**config.mk**
```make
export PLATFORM = sky130hd
export DESIGN_NAME = restoring_div16_flat
export DESIGN_NICKNAME = d
export VERILOG_FILES = /design/src/rtl/restoring_div16_pkg.sv /design/src/rtl/restoring_div16_if.sv /design/src/rtl/scazfsc.sv /design/src/rtl/restoring_div16.sv /design/src/flat_wrapper.sv
export SDC_FILE = /design/constraint.sdc
export NUM_CORES = 1
export LEC_CHECK = 0
export CAP_MARGIN = 20
export CORE_ASPECT_RATIO = 0.6
export CORE_UTILIZATION = 54
export DETAILED_ROUTE_END_ITERATION = 10
export PLACE_DENSITY = 0.78
export SYNTH_ARGS = -nofsm -noshare
export SYNTH_HDL_FRONTEND = slang
export SYNTH_SLANG_ARGS = --single-unit
```
**constraint.sdc**
```tcl
create_clock -name clk -period 2.65 [get_ports clk]
set_input_delay 0.53 -clock clk [delete_from_list [all_inputs] [get_ports clk]]
set_output_delay 0.53 -clock clk [all_outputs]
set_load 0.05 [all_outputs]
```
**src/rtl/restoring_div16_pkg.sv**
```systemverilog
// restoring_div16_pkg: package alu_pkg with the divider state type and shared constants
package alu_pkg;
    typedef enum logic [1:0] {IDLE, RUN, DONE} div_state_t;
    localparam int DIV_W = 16;
    localparam int DIV_CNT_W = 4;
    localparam logic [DIV_CNT_W-1:0] DIV_LAST = 4'd15;
endpackage

```
**src/rtl/restoring_div16_if.sv**
```systemverilog
// restoring_div16_if: ALU-to-divider request/result bundle; signed_op exists only with SIGNED_DIV_EN
interface restoring_div16_if;
    import alu_pkg::*;
    logic             start;
    logic [DIV_W-1:0] dividend;
    logic [DIV_W-1:0] divisor;
`ifdef SIGNED_DIV_EN
    logic             signed_op;
`endif
    logic             busy;
    logic             done;
    logic [DIV_W-1:0] quotient;
    logic [DIV_W-1:0] remainder;
    logic             div_by_zero;
    modport master (
`ifdef SIGNED_DIV_EN
        output signed_op,
`endif
        output start, dividend, divisor,
        input  busy, done, quotient, remainder, div_by_zero
    );
    modport slave (
`ifdef SIGNED_DIV_EN
        input  signed_op,
`endif
        input  start, dividend, divisor,
        output busy, done, quotient, remainder, div_by_zero
    );
endinterface

```
**src/rtl/scazfsc.sv**
```systemverilog
// scazfsc: 16-bit borrow subtractor, {o_bout, o_diff} = i_x - i_y - i_b
module scazfsc
    import alu_pkg::*;
(
    input  logic [DIV_W-1:0] i_x,
    input  logic [DIV_W-1:0] i_y,
    input  logic             i_b,
    output logic [DIV_W-1:0] o_diff,
    output logic             o_bout
);
    assign {o_bout, o_diff} = {1'b0, i_x} - {1'b0, i_y} - {{DIV_W{1'b0}}, i_b};
endmodule

```
**src/rtl/restoring_div16.sv**
```systemverilog
// restoring_div16: sequential 16-bit restoring divider, one trial subtraction per clock; SIGNED_DIV_EN adds signed mode
module restoring_div16
    import alu_pkg::*;
#(
    parameter int               WIDTH    = 16,
    parameter logic [DIV_W-1:0] DBZ_QUOT = 16'hFFFF
) (
    input logic            clk,
    input logic            rst_n,
    restoring_div16_if.slave bus
);
    if (WIDTH != DIV_W) begin : g_width_check
        $error("restoring_div16: WIDTH must be 16");
    end

    div_state_t           r_state, w_next;
    logic [DIV_CNT_W-1:0] r_count;
    logic [DIV_W-1:0]     r_r, r_q, r_d, r_quot, r_rem;
    logic                 r_dbz;
    logic                 w_acc, w_msb, w_bout, w_ok;
    logic [DIV_W-1:0]     w_s, w_diff, w_r_nx, w_q_nx;
    logic [DIV_W-1:0]     w_abs_a, w_abs_b, w_res_q, w_res_r;

    assign w_acc = (r_state == IDLE) && bus.start;

    // The 17-bit shifted remainder is {w_msb, w_s}; a set msb means the trial always succeeds
    assign w_msb  = r_r[DIV_W-1];
    assign w_s    = {r_r[DIV_W-2:0], r_q[DIV_W-1]};
    assign w_ok   = w_msb | ~w_bout;
    assign w_r_nx = w_ok ? w_diff : w_s;
    assign w_q_nx = {r_q[DIV_W-2:0], w_ok};

    scazfsc u_sub (
        .i_x    (w_s),
        .i_y    (r_d),
        .i_b    (1'b0),
        .o_diff (w_diff),
        .o_bout (w_bout)
    );

`ifdef SIGNED_DIV_EN
    logic w_neg_a, w_neg_b, r_neg_q, r_neg_r;
    assign w_neg_a = bus.signed_op & bus.dividend[DIV_W-1];
    assign w_neg_b = bus.signed_op & bus.divisor[DIV_W-1];
    assign w_abs_a = w_neg_a ? -bus.dividend : bus.dividend;
    assign w_abs_b = w_neg_b ? -bus.divisor : bus.divisor;
    assign w_res_q = r_neg_q ? -w_q_nx : w_q_nx;
    assign w_res_r = r_neg_r ? -w_r_nx : w_r_nx;

    // Result signs are captured with the operands so later input changes cannot affect the fix-up
    always_ff @(posedge clk) begin
        if (!rst_n) begin
            r_neg_q <= 1'b0;
            r_neg_r <= 1'b0;
        end else if (w_acc) begin
            r_neg_q <= w_neg_a ^ w_neg_b;
            r_neg_r <= w_neg_a;
        end
    end
`else
    assign w_abs_a = bus.dividend;
    assign w_abs_b = bus.divisor;
    assign w_res_q = w_q_nx;
    assign w_res_r = w_r_nx;
`endif

    // State register
    always_ff @(posedge clk) begin
        if (!rst_n) r_state <= IDLE;
        else        r_state <= w_next;
    end

    // Next state: divide-by-zero skips RUN, DONE always lasts one cycle
    always_comb begin
        w_next = r_state;
        case (r_state)
            IDLE:    if (bus.start) w_next = (bus.divisor == '0) ? DONE : RUN;
            RUN:     if (r_count == DIV_LAST) w_next = DONE;
            default: w_next = IDLE;
        endcase
    end

    // Operand capture, one iteration per RUN cycle, results loaded only on entry to DONE
    always_ff @(posedge clk) begin
        if (!rst_n) begin
            r_count <= '0;
            r_r     <= '0;
            r_q     <= '0;
            r_d     <= '0;
            r_quot  <= '0;
            r_rem   <= '0;
            r_dbz   <= 1'b0;
        end else if (w_acc) begin
            r_count <= '0;
            r_r     <= '0;
            r_q     <= w_abs_a;
            r_d     <= w_abs_b;
            r_dbz   <= (bus.divisor == '0);
            if (bus.divisor == '0) begin
                r_quot <= DBZ_QUOT;
                r_rem  <= bus.dividend;
            end
        end else if (r_state == RUN) begin
            r_count <= r_count + DIV_CNT_W'(1);
            r_r     <= w_r_nx;
            r_q     <= w_q_nx;
            if (r_count == DIV_LAST) begin
                r_quot <= w_res_q;
                r_rem  <= w_res_r;
            end
        end
    end

    assign bus.busy        = (r_state == RUN);
    assign bus.done        = (r_state == DONE);
    assign bus.quotient    = r_quot;
    assign bus.remainder   = r_rem;
    assign bus.div_by_zero = r_dbz;
endmodule

```
**src/flat_wrapper.sv**
```systemverilog
// flat-port wrapper written by rule: the top's interface ports become plain ports
module restoring_div16_flat import alu_pkg::*;
#(
    parameter int               WIDTH    = 16,
    parameter logic [DIV_W-1:0] DBZ_QUOT = 16'hFFFF
)
  (clk, rst_n, bus_start, bus_dividend, bus_divisor, bus_busy, bus_done, bus_quotient, bus_remainder, bus_div_by_zero);
  restoring_div16_if bus_i ();
  input logic clk;
  input logic rst_n;
  input wire logic [$bits(bus_i.start)-1:0] bus_start;
  input wire logic [$bits(bus_i.dividend)-1:0] bus_dividend;
  input wire logic [$bits(bus_i.divisor)-1:0] bus_divisor;
  output wire logic [$bits(bus_i.busy)-1:0] bus_busy;
  output wire logic [$bits(bus_i.done)-1:0] bus_done;
  output wire logic [$bits(bus_i.quotient)-1:0] bus_quotient;
  output wire logic [$bits(bus_i.remainder)-1:0] bus_remainder;
  output wire logic [$bits(bus_i.div_by_zero)-1:0] bus_div_by_zero;
  assign bus_i.start = bus_start;
  assign bus_i.dividend = bus_dividend;
  assign bus_i.divisor = bus_divisor;
  assign bus_busy = bus_i.busy;
  assign bus_done = bus_i.done;
  assign bus_quotient = bus_i.quotient;
  assign bus_remainder = bus_i.remainder;
  assign bus_div_by_zero = bus_i.div_by_zero;
  restoring_div16 #(.WIDTH(WIDTH), .DBZ_QUOT(DBZ_QUOT)) u_core (.clk(clk), .rst_n(rst_n), .bus(bus_i));
endmodule
```
==> impl_metrics.xml <==
<?xml version="1.0" encoding="UTF-8"?>
<metrics>
  <group name="power_and_ir_drop">
    <metric name="comb_power_share" unit="%">27.5</metric>
    <metric name="power.internal" unit="µW">2550</metric>
    <metric name="pwr-share-seq" unit="%">37.8</metric>
    <metric name="switching_portion_of_total_power" unit="%">31.2</metric>
    <metric name="clock_power_share" unit="%">34.7</metric>
    <metric name="power.density_cell_area" unit="nW/µm²">648</metric>
    <metric name="max-vdd-ir-drop" unit="V">0.000304</metric>
    <metric name="power_switching" unit="µW">1160</metric>
    <metric name="p_leak" unit="µW">0.00218</metric>
  </group>
  <group name="synthesis">
    <metric name="asyncSetResetFlopFracSynth" unit="%">0</metric>
    <metric name="syn-cell-area" unit="µm²">4500</metric>
    <metric name="mappedNetlistNets" unit="">584</metric>
    <metric name="portion_of_the_post_synthesis_area_used_by_sequential_elements" unit="%">38.7</metric>
    <metric name="syn_area_per_cell" unit="µm²">8.47</metric>
    <metric name="yosysUniqueCellTypes" unit="">57</metric>
    <metric name="yosys_warn_count" unit="">0</metric>
    <metric name="syn_inst" unit="">531</metric>
    <metric name="synth-seq-cells" unit="">87</metric>
    <metric name="leading_register_cell_type_out_of_synthesis" unit="">sky130_fd_sc_hd__dfxtp_1</metric>
    <metric name="synth_enable_flop_cells" unit="">0</metric>
  </group>
  <group name="timing">
    <metric name="post_route_minimum_period" unit="ns">2.53</metric>
    <metric name="slew_violations" unit="">0</metric>
    <metric name="report.final.hold_viol_count" unit="">0</metric>
    <metric name="min_period_over_period" unit="%">95.3</metric>
    <metric name="clock_skew" unit="ns">0.00820</metric>
    <metric name="worst_slew_pin_slew" unit="ns">0.531</metric>
    <metric name="final.hold.worst_slack" unit="ns">0.465</metric>
    <metric name="setup_slack_after_layout" unit="ns">0.124</metric>
    <metric name="timing.final.setup_violations" unit="">0</metric>
    <metric name="slew_headroom" unit="%">64.5</metric>
    <metric name="fmax" unit="GHz">0.396</metric>
    <metric name="grt_setup_unrepaired" unit="">false</metric>
  </group>
  <group name="detailed_routing">
    <metric name="drt_pass1_iterations" unit="">7</metric>
    <metric name="dr_vias" unit="">4380</metric>
    <metric name="wirelength_met1" unit="µm">6360</metric>
    <metric name="antenna_violating_nets_post_route" unit="">0</metric>
    <metric name="drt-initial-drc-count" unit="">463</metric>
    <metric name="remaining_drc_errors" unit="">0</metric>
    <metric name="met2RoutedLength" unit="µm">5420</metric>
    <metric name="routed-wl-met3" unit="µm">1460</metric>
    <metric name="highest-signal-layer" unit="">met4</metric>
    <metric name="via_per_inst" unit="">6.07</metric>
    <metric name="final_routed_wirelength_across_all_metal_layers" unit="µm">13300</metric>
    <metric name="routed_wire_per_std_cell" unit="µm">18.5</metric>
  </group>
  <group name="clock_network">
    <metric name="clk_path_buf_depth" unit="">2</metric>
    <metric name="root_driver" unit="">sky130_fd_sc_hd__clkbuf_16</metric>
    <metric name="clock_insertion_delay_worst_skew" unit="ns">0.34</metric>
    <metric name="cts_buffers" unit="">9</metric>
    <metric name="number_of_clock_sinks" unit="">87</metric>
    <metric name="tritoncts_clock_tree" unit="">built</metric>
    <metric name="cts.reportedPaths.clkPinSlew" unit="ns">0.06</metric>
    <metric name="htree_num_levels" unit="">3</metric>
  </group>
  <group name="floorplan">
    <metric name="row_count" unit="">25</metric>
    <metric name="floorplan.core_area" unit="µm²">7980</metric>
    <metric name="die_h" unit="µm">72.7</metric>
    <metric name="design.die.area" unit="µm²">8710</metric>
    <metric name="dieWidth" unit="µm">120</metric>
    <metric name="floorplan.initialDensity" unit="%">56.4</metric>
    <metric name="io_pins" unit="">70</metric>
  </group>
  <group name="worst_setup_path">
    <metric name="regToRegStartpoint" unit="">u_core.r_d[13]$_SDFFE_PN0P_</metric>
    <metric name="path_class" unit="">register to register</metric>
    <metric name="r2r_cells" unit="">10</metric>
    <metric name="timing.reg2reg.setup_slack" unit="ns">0.12</metric>
    <metric name="worst_setup_path_end_kind" unit="">register</metric>
    <metric name="critPathArrivalTime" unit="ns">2.73</metric>
    <metric name="regToRegEndpoint" unit="">u_core.bus.remainder[5]$_SDFFE_PN0P_</metric>
    <metric name="critical_path_source_type" unit="">register</metric>
    <metric name="crit_fanout" unit="">8</metric>
    <metric name="cp.required" unit="ns">2.85</metric>
  </group>
  <group name="place">
    <metric name="numPortBuffers" unit="">69</metric>
    <metric name="setup_slack_at_placement" unit="ns">-0.0963</metric>
    <metric name="dpl.hpwl" unit="µm">9760</metric>
    <metric name="gp_congestion" unit="">0.923</metric>
  </group>
  <group name="global_route">
    <metric name="grt_first_pass_wirelength" unit="µm">20500</metric>
    <metric name="overflow" unit="">0</metric>
    <metric name="via_count_of_the_first_global_routing_pass" unit="">3959</metric>
    <metric name="groute.usage.overall" unit="%">30.9</metric>
    <metric name="maximum_number_of_pins_on_one_net_before_global_route_repair" unit="">38</metric>
    <metric name="grt_antenna_before_repair" unit="">0</metric>
  </group>
  <group name="finish">
    <metric name="net_count_of_the_finished_layout" unit="">662</metric>
    <metric name="multiInputGateArea" unit="µm²">2500</metric>
    <metric name="flow.area_growth_from_synthesis" unit="%">27.3</metric>
    <metric name="n_antenna_cell" unit="">0</metric>
    <metric name="seq_area" unit="µm²">1740</metric>
    <metric name="most_common_library_cell_in_the_layout_ignoring_fill_and_taps" unit="">sky130_fd_sc_hd__dfxtp_1</metric>
    <metric name="layout.filler_cells" unit="">655</metric>
    <metric name="layout.cells.most_common_list" unit="">sky130_fd_sc_hd__dfxtp_1, sky130_fd_sc_hd__nand2_1, sky130_fd_sc_hd__clkdlybuf4s50_1</metric>
    <metric name="final_layout_size_suffix_gt1_share" unit="%">13.8</metric>
  </group>
  <group name="worst_hold_path">
    <metric name="hold-path-endpoint" unit="">u_core.r_d[9]$_SDFFE_PN0P_</metric>
    <metric name="min_from" unit="">u_core.r_d[9]$_SDFFE_PN0P_</metric>
    <metric name="hold_depth" unit="">2</metric>
    <metric name="worstHoldPathType" unit="">register to register</metric>
  </group>
  <group name="outcome">
    <metric name="run_status" unit="">finished, final reports clean</metric>
  </group>
  <group name="flow_run">
    <metric name="drv.max_cap_violation_count" unit="">0</metric>
  </group>
</metrics>
[critical path: stages, from the launching register on]
cell and delay (ns):
sky130_fd_sc_hd__dfxtp_1 0.33, sky130_fd_sc_hd__inv_1 0.11, sky130_fd_sc_hd__ha_1 0.33, sky130_fd_sc_hd__buf_4 0.14, sky130_fd_sc_hd__nand2_1 0.09, sky130_fd_sc_hd__nor3_1 0.23, sky130_fd_sc_hd__and3_1 0.35, sky130_fd_sc_hd__a21oi_2 0.19
sky130_fd_sc_hd__buf_4 0.18, sky130_fd_sc_hd__o31ai_1 0.28, sky130_fd_sc_hd__o22ai_1 0.15
[cells in the mapped netlist, types with 4 or more instances]
cell	n	area (µm²)
sky130_fd_sc_hd__a22oi_1	16	120
sky130_fd_sc_hd__and2_1	4	25.0
sky130_fd_sc_hd__buf_2	4	20.0
sky130_fd_sc_hd__nand3_1	7	35.0
sky130_fd_sc_hd__nand2b_1	4	25.0
sky130_fd_sc_hd__inv_1	21	78.8
sky130_fd_sc_hd__o211ai_1	8	60.1
sky130_fd_sc_hd__o221a_2	15	169
sky130_fd_sc_hd__nor3_1	4	20.0
sky130_fd_sc_hd__nor2b_1	5	31.3
sky130_fd_sc_hd__mux2i_1	6	60.1
sky130_fd_sc_hd__nand4_1	7	43.8
sky130_fd_sc_hd__dfxtp_1	87	1740
sky130_fd_sc_hd__buf_4	4	30.0
sky130_fd_sc_hd__a21oi_1	35	175
sky130_fd_sc_hd__xnor2_1	10	87.6
sky130_fd_sc_hd__nand2_1	82	308
sky130_fd_sc_hd__a31oi_1	7	43.8
sky130_fd_sc_hd__nor2_1	36	135
sky130_fd_sc_hd__o21ai_0	27	135
sky130_fd_sc_hd__nor4_1	6	37.5
sky130_fd_sc_hd__a21boi_0	33	248
sky130_fd_sc_hd__clkbuf_1	25	93.8
sky130_fd_sc_hd__o221ai_1	4	35.0
sky130_fd_sc_hd__ha_1	17	213
[power by group through the flow]
stage               logic (µW)  clock network (µW)  registers, µW
global placement           938                   0           1430
CTS                        962                1300           1400
finish                    1020                1290           1400
floorplan                  691                   0           1410
global route              1090                1360           1410
detailed placement         955                   0           1430
[state kept, by name, indices dropped and copies added (netlist names)]
signal and count:
u_core.bus.remainder 16, u_core.r_q 16, u_core.bus.quotient 16, u_core.r_count 4, u_core.bus.div_by_zero 1, u_core.r_d 16, u_core.r_r 16, u_core.r_state 2
[worst max-delay path by stage]
| stage | to | slack (ns) | cells after the start | from |
|---|---|---|---|---|
| after floorplan | u_core.bus.remainder[5]$_SDFFE_PN0P_ | 0.50 | 10 | u_core.r_q[15]$_SDFFE_PN0P_ |
| after global placement | u_core.bus.remainder[10]$_SDFFE_PN0P_ | 0.008 | 9 | bus_divisor[8] |
| after CTS | u_core.r_r[9]$_SDFFE_PP0P_ | 0.11 | 9 | u_core.r_d[13]$_SDFFE_PN0P_ |
| final | u_core.bus.remainder[5]$_SDFFE_PN0P_ | 0.12 | 10 | u_core.r_d[13]$_SDFFE_PN0P_ |
| after global routing | u_core.r_r[15]$_SDFFE_PP0P_ | 0.009 | 9 | u_core.r_d[13]$_SDFFE_PN0P_ |
| after detailed placement | u_core.bus.remainder[0]$_SDFFE_PN0P_ | -0.1 | 10 | bus_divisor[15] |
[cells by family (layout without fill, tap and decap cells)]
kind of cell / count (synthesis) / after routing / synth area share, %
DFF: 87 / 87 / 38.7
and+or+nand+nor: 166 / 166 / 16.7
buffers and inverters: 59 / 141 / 5.87
xor gates and xnor gates: 12 / 12 / 2.34
muxes: 9 / 9 / 2.09
adders and majority gates: 18 / 18 / 5.18
AOI/OAI and AO/OA: 180 / 181 / 29.1
[area by class of cell]
class                      instances  area share (%)
multi-input combinational        386            43.7
sequential                        87            30.4
timing repair buffer             102            16.7
clock buffer                      12            4.31
tap                              108            2.36
inverter                          23            1.51
clock inverter                     4           0.962
[stage by stage]
stage / area [µm²] / total power (µW) / cells / utilization, % / TNS (ns)
after floorplan: 4500 / 2110 / 531 / - / 0
after global placement: 5390 / 2370 / 703 / 67.6 / 0
after detailed placement: 5390 / 2380 / 703 / 67.6 / -0.989
after CTS: 5700 / 3660 / 719 / 71.4 / 0
after global routing: 5720 / 3860 / 722 / 71.7 / 0
final: 5720 / 3710 / 722 / 71.7 / 0
[layer usage]
metal,up-vias,track usage [%]
li1,2064,-
met2,211,43.0
met1,2087,46.4
met4,0,5.83
met5,-,0
met3,18,9.53
[timing repair]
item / 4_1_cts / 5_1_grt
endpoints found under the hold margin: 0 / 0
hold buffers: 0 / 0
gates resized for setup: 0 / 1
setup endpoints to repair: 0 / 13
setup buffers: 0 / 2
(Power assumes the default switching activity.)
